**src/rtl/poly_oscillator_if.sv**
```systemverilog
// poly_oscillator_if: groups the per-channel control and output vectors of poly_oscillator.
//   master : drives en, retrig and divider; receives count, wrap and square
//            (the note/key decoder side, or a testbench).
//   slave  : the oscillator block itself.
// Channel i of every vector occupies bit i (1-bit signals) or bits [i*WIDTH +: WIDTH] (count and
// divider).
interface poly_oscillator_if #(
    parameter int unsigned CHANNELS = 4,
    parameter int unsigned WIDTH    = 16
);
    logic [CHANNELS-1:0]       en;
    logic [CHANNELS-1:0]       retrig;
    logic [CHANNELS*WIDTH-1:0] divider;
    logic [CHANNELS*WIDTH-1:0] count;
    logic [CHANNELS-1:0]       wrap;
    logic [CHANNELS-1:0]       square;

    modport master (
        output en,
        output retrig,
        output divider,
        input  count,
        input  wrap,
        input  square
    );

    modport slave (
        input  en,
        input  retrig,
        input  divider,
        output count,
        output wrap,
        output square
    );
endinterface

```
**src/rtl/poly_oscillator.sv**
```systemverilog
// poly_oscillator: CHANNELS independent period counters. Each channel counts 1..divider,
// pulses wrap for one cycle at every period boundary and toggles square on each wrap, giving a
// 50 % duty square wave at clk/(2*divider).
// Ports:
//   clk  : system clock, all state updates on the rising edge
//   rst  : synchronous active-high reset, clears every channel
//   bus  : poly_oscillator_if slave modport
//          en/retrig/divider in (per channel), count/wrap/square out (registered)
module poly_oscillator #(
    parameter int unsigned CHANNELS = 4,
    parameter int unsigned WIDTH    = 16
) (
    input logic              clk,
    input logic              rst,
    poly_oscillator_if.slave bus
);

    logic [WIDTH-1:0]    div_w   [CHANNELS];
    logic [WIDTH-1:0]    count_q [CHANNELS];
    logic [WIDTH-1:0]    count_d [CHANNELS];
    logic [CHANNELS-1:0] wrap_q;
    logic [CHANNELS-1:0] wrap_d;
    logic [CHANNELS-1:0] square_q;
    logic [CHANNELS-1:0] square_d;

    for (genvar g = 0; g < CHANNELS; g++) begin : g_ch
        assign div_w[g]                     = bus.divider[g*WIDTH +: WIDTH];
        assign bus.count[g*WIDTH +: WIDTH]  = count_q[g];
    end

    assign bus.wrap   = wrap_q;
    assign bus.square = square_q;

    // Per-channel next state, in priority order: idle divider, retrigger, enable hold,
    // period boundary, increment.
    always_comb begin
        for (int i = 0; i < CHANNELS; i++) begin
            count_d[i]  = count_q[i];
            wrap_d[i]   = 1'b0;
            square_d[i] = square_q[i];

            if (div_w[i] == '0) begin
                count_d[i]  = '0;
                square_d[i] = 1'b0;
            end else if (bus.retrig[i]) begin
                count_d[i]  = WIDTH'(1);
                square_d[i] = 1'b0;
            end else if (bus.en[i]) begin
                // >= so a divider lowered below the running count wraps at once; count==0
                // (fresh start) loads 1 without a wrap.
                if (count_q[i] != '0 && count_q[i] >= div_w[i]) begin
                    count_d[i]  = WIDTH'(1);
                    wrap_d[i]   = 1'b1;
                    square_d[i] = ~square_q[i];
                end else begin
                    count_d[i] = count_q[i] + WIDTH'(1);
                end
            end
        end
    end

    always_ff @(posedge clk) begin
        if (rst) begin
            for (int i = 0; i < CHANNELS; i++) begin
                count_q[i] <= '0;
            end
            wrap_q   <= '0;
            square_q <= '0;
        end else begin
            for (int i = 0; i < CHANNELS; i++) begin
                count_q[i] <= count_d[i];
            end
            wrap_q   <= wrap_d;
            square_q <= square_d;
        end
    end

endmodule

```
**src/flat_wrapper.sv**
```systemverilog
// flat-port wrapper written by rule: the top's interface ports become plain ports
module poly_oscillator_flat 
#(
    parameter int unsigned CHANNELS = 4,
    parameter int unsigned WIDTH    = 16
)
  (clk, rst, bus_en, bus_retrig, bus_divider, bus_count, bus_wrap, bus_square);
  poly_oscillator_if #(.CHANNELS(CHANNELS), .WIDTH(WIDTH)) bus_i ();
  input logic clk;
  input logic rst;
  input wire logic [$bits(bus_i.en)-1:0] bus_en;
  input wire logic [$bits(bus_i.retrig)-1:0] bus_retrig;
  input wire logic [$bits(bus_i.divider)-1:0] bus_divider;
  output wire logic [$bits(bus_i.count)-1:0] bus_count;
  output wire logic [$bits(bus_i.wrap)-1:0] bus_wrap;
  output wire logic [$bits(bus_i.square)-1:0] bus_square;
  assign bus_i.en = bus_en;
  assign bus_i.retrig = bus_retrig;
  assign bus_i.divider = bus_divider;
  assign bus_count = bus_i.count;
  assign bus_wrap = bus_i.wrap;
  assign bus_square = bus_i.square;
  poly_oscillator #(.CHANNELS(CHANNELS), .WIDTH(WIDTH)) u_core (.clk(clk), .rst(rst), .bus(bus_i));
endmodule
```
**config.mk**
```make
export PLATFORM = sky130hd
export DESIGN_NAME = poly_oscillator_flat
export DESIGN_NICKNAME = d
export VERILOG_FILES = /design/src/rtl/poly_oscillator_if.sv /design/src/rtl/poly_oscillator.sv /design/src/flat_wrapper.sv
export SDC_FILE = /design/constraint.sdc
export NUM_CORES = 1
export LEC_CHECK = 0
export ABC_AREA = 1
export BUFFER_PORTS_ARGS = -buffer_cell sky130_fd_sc_hd__clkbuf_2
export CAP_MARGIN = 20
export CORE_MARGIN = 3
export CORE_UTILIZATION = 40
export CTS_CLUSTER_DIAMETER = 50
export CTS_CLUSTER_SIZE = 40
export DETAILED_ROUTE_END_ITERATION = 8
export GPL_TIMING_DRIVEN = 0
export PLACE_DENSITY = 0.62
export SLEW_MARGIN = 5
export SYNTH_ARGS = -nofsm -noshare
export SYNTH_HDL_FRONTEND = slang
export SYNTH_SLANG_ARGS = --single-unit
```
**constraint.sdc**
```tcl
create_clock -name clk -period 1.63 [get_ports clk]
set_input_delay 0.326 -clock clk [delete_from_list [all_inputs] [get_ports clk]]
set_output_delay 0.326 -clock clk [all_outputs]
set_load 0.01 [all_outputs]
```
# Word-level counts from Yosys, hierarchy flattened
# Memory sizes are Yosys's and may differ from the RTL's.
# Cells that the tools add are included.
dict set report word_totals {
  ff_bits 8
  mem_bits_rw 64
  inputBits 74
  output_inout_bits 72
  elab_cells 80
  n_memories 1
}
# name depth word_bits read_ports rd_clocked_by_memory_dff write_ports line
set memory_table {}
lappend memory_table {u_core.count_q 4 16 4 0 4 poly_oscillator.sv:19} ;# logic [WIDTH-1:0] count_q [CHANNELS];
dict set report classes {
  add_sub_neg 4
  magnitude_cmp 4
  muxes 27
  bitwise 12
  reduce_logical 24
}
# op count
set ops {}
lappend ops {{two-way mux 16 bit} 20}
lappend ops {{adder 16 x 1 -> 16 bit, second input constant} 4}
lappend ops {{greater-or-equal comparator 16 bit} 4}
lappend ops {{logical NOT 16 bit} 4}
lappend ops {{nonzero test 16 bit} 4}
lappend ops {{OR reduction 4 bit} 4}
lappend ops {{OR reduction 3 bit} 4}
lappend ops {{NOT 1 bit} 8}
lappend ops {{AND reduction 2 bit} 4}
lappend ops {{two-way mux 1 bit} 7}
lappend ops {{logical AND 1 bit} 4}
lappend ops {{bitwise OR 1 bit} 4}

# Logic depth before layout (Yosys ltp)
dict set report depth {
  depth_word 7
  ltp_mapped 15
  ltp_nobuf 15
}

# Worst setup path before layout
# OpenSTA, ideal clock, no wires.
dict set report synth_path {
  path_type {register to register}
  startpoint {memory u_core.count_q[0][0]}
  endpoint {register u_core.wrap_q[0], in the netlist u_core.bus.wrap[0]}
  setup_time_ps 128
  arrival_ps 1649
  t_required_ps 1502
  setup_slack_ps -147
  path_stages_with_launch 13
  n_path_buf 1
  period_less_slack_ps 1777
  cell_sequence {dfxtp_1 inv_1 ha_1 nand2_1 nor2_1 and2_1 nor2_1 nand2_1 nand2_1 nand2_1 nand3_1 buf_2 nor2_1}
}
# element line
set synth_lines {}
lappend synth_lines {{start, declared} poly_oscillator.sv:19}
lappend synth_lines {{end signal, assigned} poly_oscillator.sv:73} ;# wrap_q <= wrap_d;
lappend synth_lines {{end, declared} poly_oscillator.sv:21} ;# logic [CHANNELS-1:0] wrap_q;

==> out/qor_table.md <==
| Metric | Value | Unit |
| --- | --- | --- |
| Result of the run | finished with violations | - |
| Violated checks | setup timing | - |
| Remaining routing DRC violations | 0 | - |
| Sink Count | 72 | - |
| Worst-margin pin slew | 567 | ps |
| Routed wirelength normalized by instance count | 13.0 | um |
| Max Buffers Root-to-Sink | 2 | - |
| Half-perimeter wire length after detailed placement | 11400 | um |
| Internal power contribution | 3290 | uW |
| Via-per-instance ratio | 4.83 | - |
| Net switching share of the total power | 24.8 | % |
| Number of nets produced by synthesis | 1028 | - |
| Critical path startpoint category | flip-flop | - |
| Cell chosen for the clock root | sky130_fd_sc_hd__clkbuf_16 | - |
| Top cell type by total area after synthesis | sky130_fd_sc_hd__dfxtp_1 | - |
| Distinct cell type count after synthesis | 34 | - |
| Layout Utilization | 61.5 | % |
| Worst slack after detailed placement | -352 | ps |
| Sequential standard cell area | 0.00159 | mm^2 |
| DRC violation total after the first TritonRoute iteration | 346 | - |
| Standard-cell row count | 43 | - |
| Standby leakage power | 0.00448 | uW |
| Number of I/O pins | 146 | - |
| Normalized max-slew margin | 62.2 | % |
| Die boundary width | 126 | um |
| Standard cell area after detailed placement | 0.00675 | mm^2 |
| Nets | 1245 | - |
| Power density over the cells | 509 | mW/mm^2 |
| Vias post-DR | 6200 | - |
| Total grt overflow | 0 | - |
| Aggregate routed wire length | 16700 | um |
| Highest clock rate | 582 | MHz |
| Tightest hold margin | 286 | ps |
| GP Congestion | 0.809 | - |
| Fraction of final layout cells with drive strength greater than 1 | 40.1 | % |
| Area added between synthesis and finish | 49.1 | % |
| TritonCTS clock tree | done | - |
| Die Ht | 126 | um |
| Clock group share of total power | 46.6 | % |
| Worst-case setup margin in the final layout | -88.2 | ps |
| Fraction of power consumed by combinational cells | 13.6 | % |
| Mean area per synthesized cell | 6.54 | um^2 |
| Max Fanout on Critical Path | 8 | - |
| Clock slew at reported path FFs | 60 | ps |
| Reported max-cap violation count | 0 | - |
| Area of the core | 0.0140 | mm^2 |
| Sequential fraction of design power | 39.8 | % |
| Ranking of synthesized cells by area | sky130_fd_sc_hd__dfxtp_1 (25%), sky130_fd_sc_hd__ha_1 (16%), sky130_fd_sc_hd__inv_1 (13%) | - |
| Number of storage elements in the synthesis netlist | 72 | - |
| Initial Util | 41.2 | % |
| Fraction of the cycle the final worst path needs | 105 | % |
| Combined area of all synthesized cells | 0.00577 | mm^2 |
| Crit path capture type | flip-flop | - |
| WS Path Type | flip-flop to flip-flop | - |
| Detailed Routing Iterations Pass 1 | 5 | - |
| Pin count of the biggest net entering global routing | 12 | - |
| Number of antenna violations at the first check in global routing | 0 | - |
| Antenna fix cells | 0 | - |
| VDD IR max | 508 | uV |
| Required time of the worst setup path | 1860 | ps |
| Multi-input combinational cell area | 0.00441 | mm^2 |
| Number of filler cells placed in the layout | 1297 | - |
| Class of the worst hold path | primary input to flip-flop | - |
| Fraction of synthesized cell area taken by the top area cell type | 25.0 | % |
| H-Tree Level Count | 3 | - |
| Net switching power of the design | 1080 | uW |
| First-pass GRT wire length | 26300 | um |
| Post-route ant nets | 0 | - |
| Count of final hold-check violations | 0 | - |
| Total clock buffers created by CTS | 9 | - |
| Die Outline Area | 0.0159 | mm^2 |
| Skew-Pair Late Insertion Delay | 330 | ps |
| Number of warnings printed during yosys synthesis | 0 | - |
| Worst Skew | 7.73 | ps |
| Post-Syn Instances | 882 | - |
| Final-report max-slew violation count | 0 | - |
| Post-Layout Inst Area | 0.00860 | mm^2 |
| RSZ-0062 raised after global routing | yes | - |
| Count of buffers from port buffering | 143 | - |
| Via count of the first global-routing pass | 5613 | - |
| Minimum clock period | 1720 | ps |
| Setup-violating endpoint count in the final report | 53 | - |
| Worst path arrival time | 1940 | ps |
| Global routing usage summed across all routing layers | 20.0 | % |
| Seq/Total Area, Yosys | 25.0 | % |
-- critical path, cell delays in order (launching register included) --
cell	delay (ps)
sky130_fd_sc_hd__dfxtp_1	370
sky130_fd_sc_hd__ha_1	310
sky130_fd_sc_hd__nand2_1	60
sky130_fd_sc_hd__o21a_1	180
sky130_fd_sc_hd__nand2_1	80
sky130_fd_sc_hd__nand2_1	60
sky130_fd_sc_hd__nand2_2	110
sky130_fd_sc_hd__nand3_4	130
sky130_fd_sc_hd__buf_6	170
sky130_fd_sc_hd__nand4_1	80
sky130_fd_sc_hd__inv_1	50
-- cell type report --
class                   count  share of cell area (%)
flip-flops and latches     72                    18.4
well taps                 180                    2.62
repair buffers            206                    14.3
clock buffers              13                    3.14
plain buffers              10                   0.902
inverters                 202                    8.87
clock inverters             2                   0.436
multi-input cells         598                    51.3
-- stage by stage --
step | instances | setup TNS (ps) | power [uW]
finish | 1283 | -2100 | 4380
global route | 1283 | -9730 | 4610
CTS | 1264 | -1950 | 4370
detailed placement | 1205 | -17110 | 2260
global placement | 1205 | -16220 | 2260
floorplan | 882 | 0 | 2080
-- final timing paths --
path,cells past startpoint,start,slack (ps),endpoint
worst max register to register,10,u_core.count_q[1][6]$_SDFFE_PP0P_,-90,u_core.count_q[1][2]$_SDFFE_PP0P_
worst min register to register,2,u_core.bus.square[3]$_SDFFE_PP0P_,490,u_core.bus.square[3]$_SDFFE_PP0P_
worst min-delay path,3,bus_retrig[0],290,u_core.count_q[0][0]$_SDFFE_PP0P_
worst max-delay path,10,u_core.count_q[1][6]$_SDFFE_PP0P_,-90,u_core.count_q[1][2]$_SDFFE_PP0P_
-- Yosys cell counts (all sizes together) --
cell / n
o21a: 1
a31o: 1
nand2: 199
dfxtp: 72
inv: 202
nor4: 10
buf: 6
o21ai: 19
nor3b: 2
nor2: 93
xor2: 24
a21oi: 50
nand4: 37
nand3b: 2
and2: 2
nor3: 30
clkbuf: 4
a21o: 2
xnor2: 1
o21bai: 4
nand3: 49
ha: 72
-- power groups by stage --
stage / combinational (uW) / sequential, uW / clock [uW]
6_report: 596 / 1740 / 2040
3_3_place_gp: 428 / 1830 / 0
2_1_floorplan: 253 / 1830 / 0
4_1_cts: 508 / 1750 / 2110
5_1_grt: 675 / 1740 / 2200
3_5_place_dp: 432 / 1830 / 0
-- layout by cell type (no fill, tap or decap), types with 3 or more instances in the layout --
master,netlist,final
sky130_fd_sc_hd__nand3_1,41,28
sky130_fd_sc_hd__dfxtp_2,0,16
sky130_fd_sc_hd__clkbuf_8,0,3
sky130_fd_sc_hd__inv_1,201,189
sky130_fd_sc_hd__nand2_2,1,34
sky130_fd_sc_hd__dfxtp_1,72,23
sky130_fd_sc_hd__xor2_1,24,24
sky130_fd_sc_hd__clkbuf_2,0,144
sky130_fd_sc_hd__nand4_1,35,35
sky130_fd_sc_hd__a21oi_2,0,9
sky130_fd_sc_hd__ha_4,0,38
sky130_fd_sc_hd__buf_4,2,52
sky130_fd_sc_hd__nand2_1,198,155
sky130_fd_sc_hd__nand2_4,0,10
sky130_fd_sc_hd__o21bai_1,4,3
sky130_fd_sc_hd__nor3_4,3,7
sky130_fd_sc_hd__nor2_4,3,7
sky130_fd_sc_hd__nor3_1,22,18
sky130_fd_sc_hd__inv_2,1,11
sky130_fd_sc_hd__nor4_1,10,9
sky130_fd_sc_hd__buf_6,0,15
sky130_fd_sc_hd__a21oi_1,50,41
sky130_fd_sc_hd__clkbuf_16,0,9
sky130_fd_sc_hd__ha_1,72,34
sky130_fd_sc_hd__nor3_2,5,5
sky130_fd_sc_hd__clkbuf_1,4,4
sky130_fd_sc_hd__nor2_2,5,14
sky130_fd_sc_hd__nand3_4,1,5
sky130_fd_sc_hd__nand3_2,7,16
sky130_fd_sc_hd__dfxtp_4,0,33
sky130_fd_sc_hd__o21ai_0,17,15
sky130_fd_sc_hd__nor2_1,85,72
-- metal layers --
layer | global-route usage [%] | share of wire (%)
met5 | 0 | 0
met4 | 5.87 | 1.6
met3 | 3.73 | 4.9
met2 | 32.8 | 48
met1 | 26.8 | 45
-- repair_timing --
| item | 4_1_cts | 5_1_grt |
|---|---|---|
| hold buffers | 0 | 0 |
| buffers inserted | 41 | 19 |
| gates resized for setup | 131 | 119 |
| endpoints found under the setup margin | 71 | 72 |
| cloned | 3 | 0 |
| pin swaps | 27 | 50 |
-- flip-flops by register name, indices dropped and copies added, names as in the netlist --
register           flops
u_core.count_q        64
u_core.bus.square      4
u_core.bus.wrap        4
-- kinds of logic (layout without fill, tap and decap cells) --
kind of cell / after synthesis / after routing / share of synthesized area [%]
AND/OR/NAND/NOR: 424 / 424 / 34.5
buffers and inverters: 212 / 433 / 14.0
AO/OA/AOI/OAI: 77 / 77 / 7.05
adder cells (fa/ha/maj): 72 / 72 / 15.6
flip-flops: 72 / 72 / 25.0
XOR/XNOR: 25 / 25 / 3.80
No activity file was read; power rests on OpenSTA's default activity.
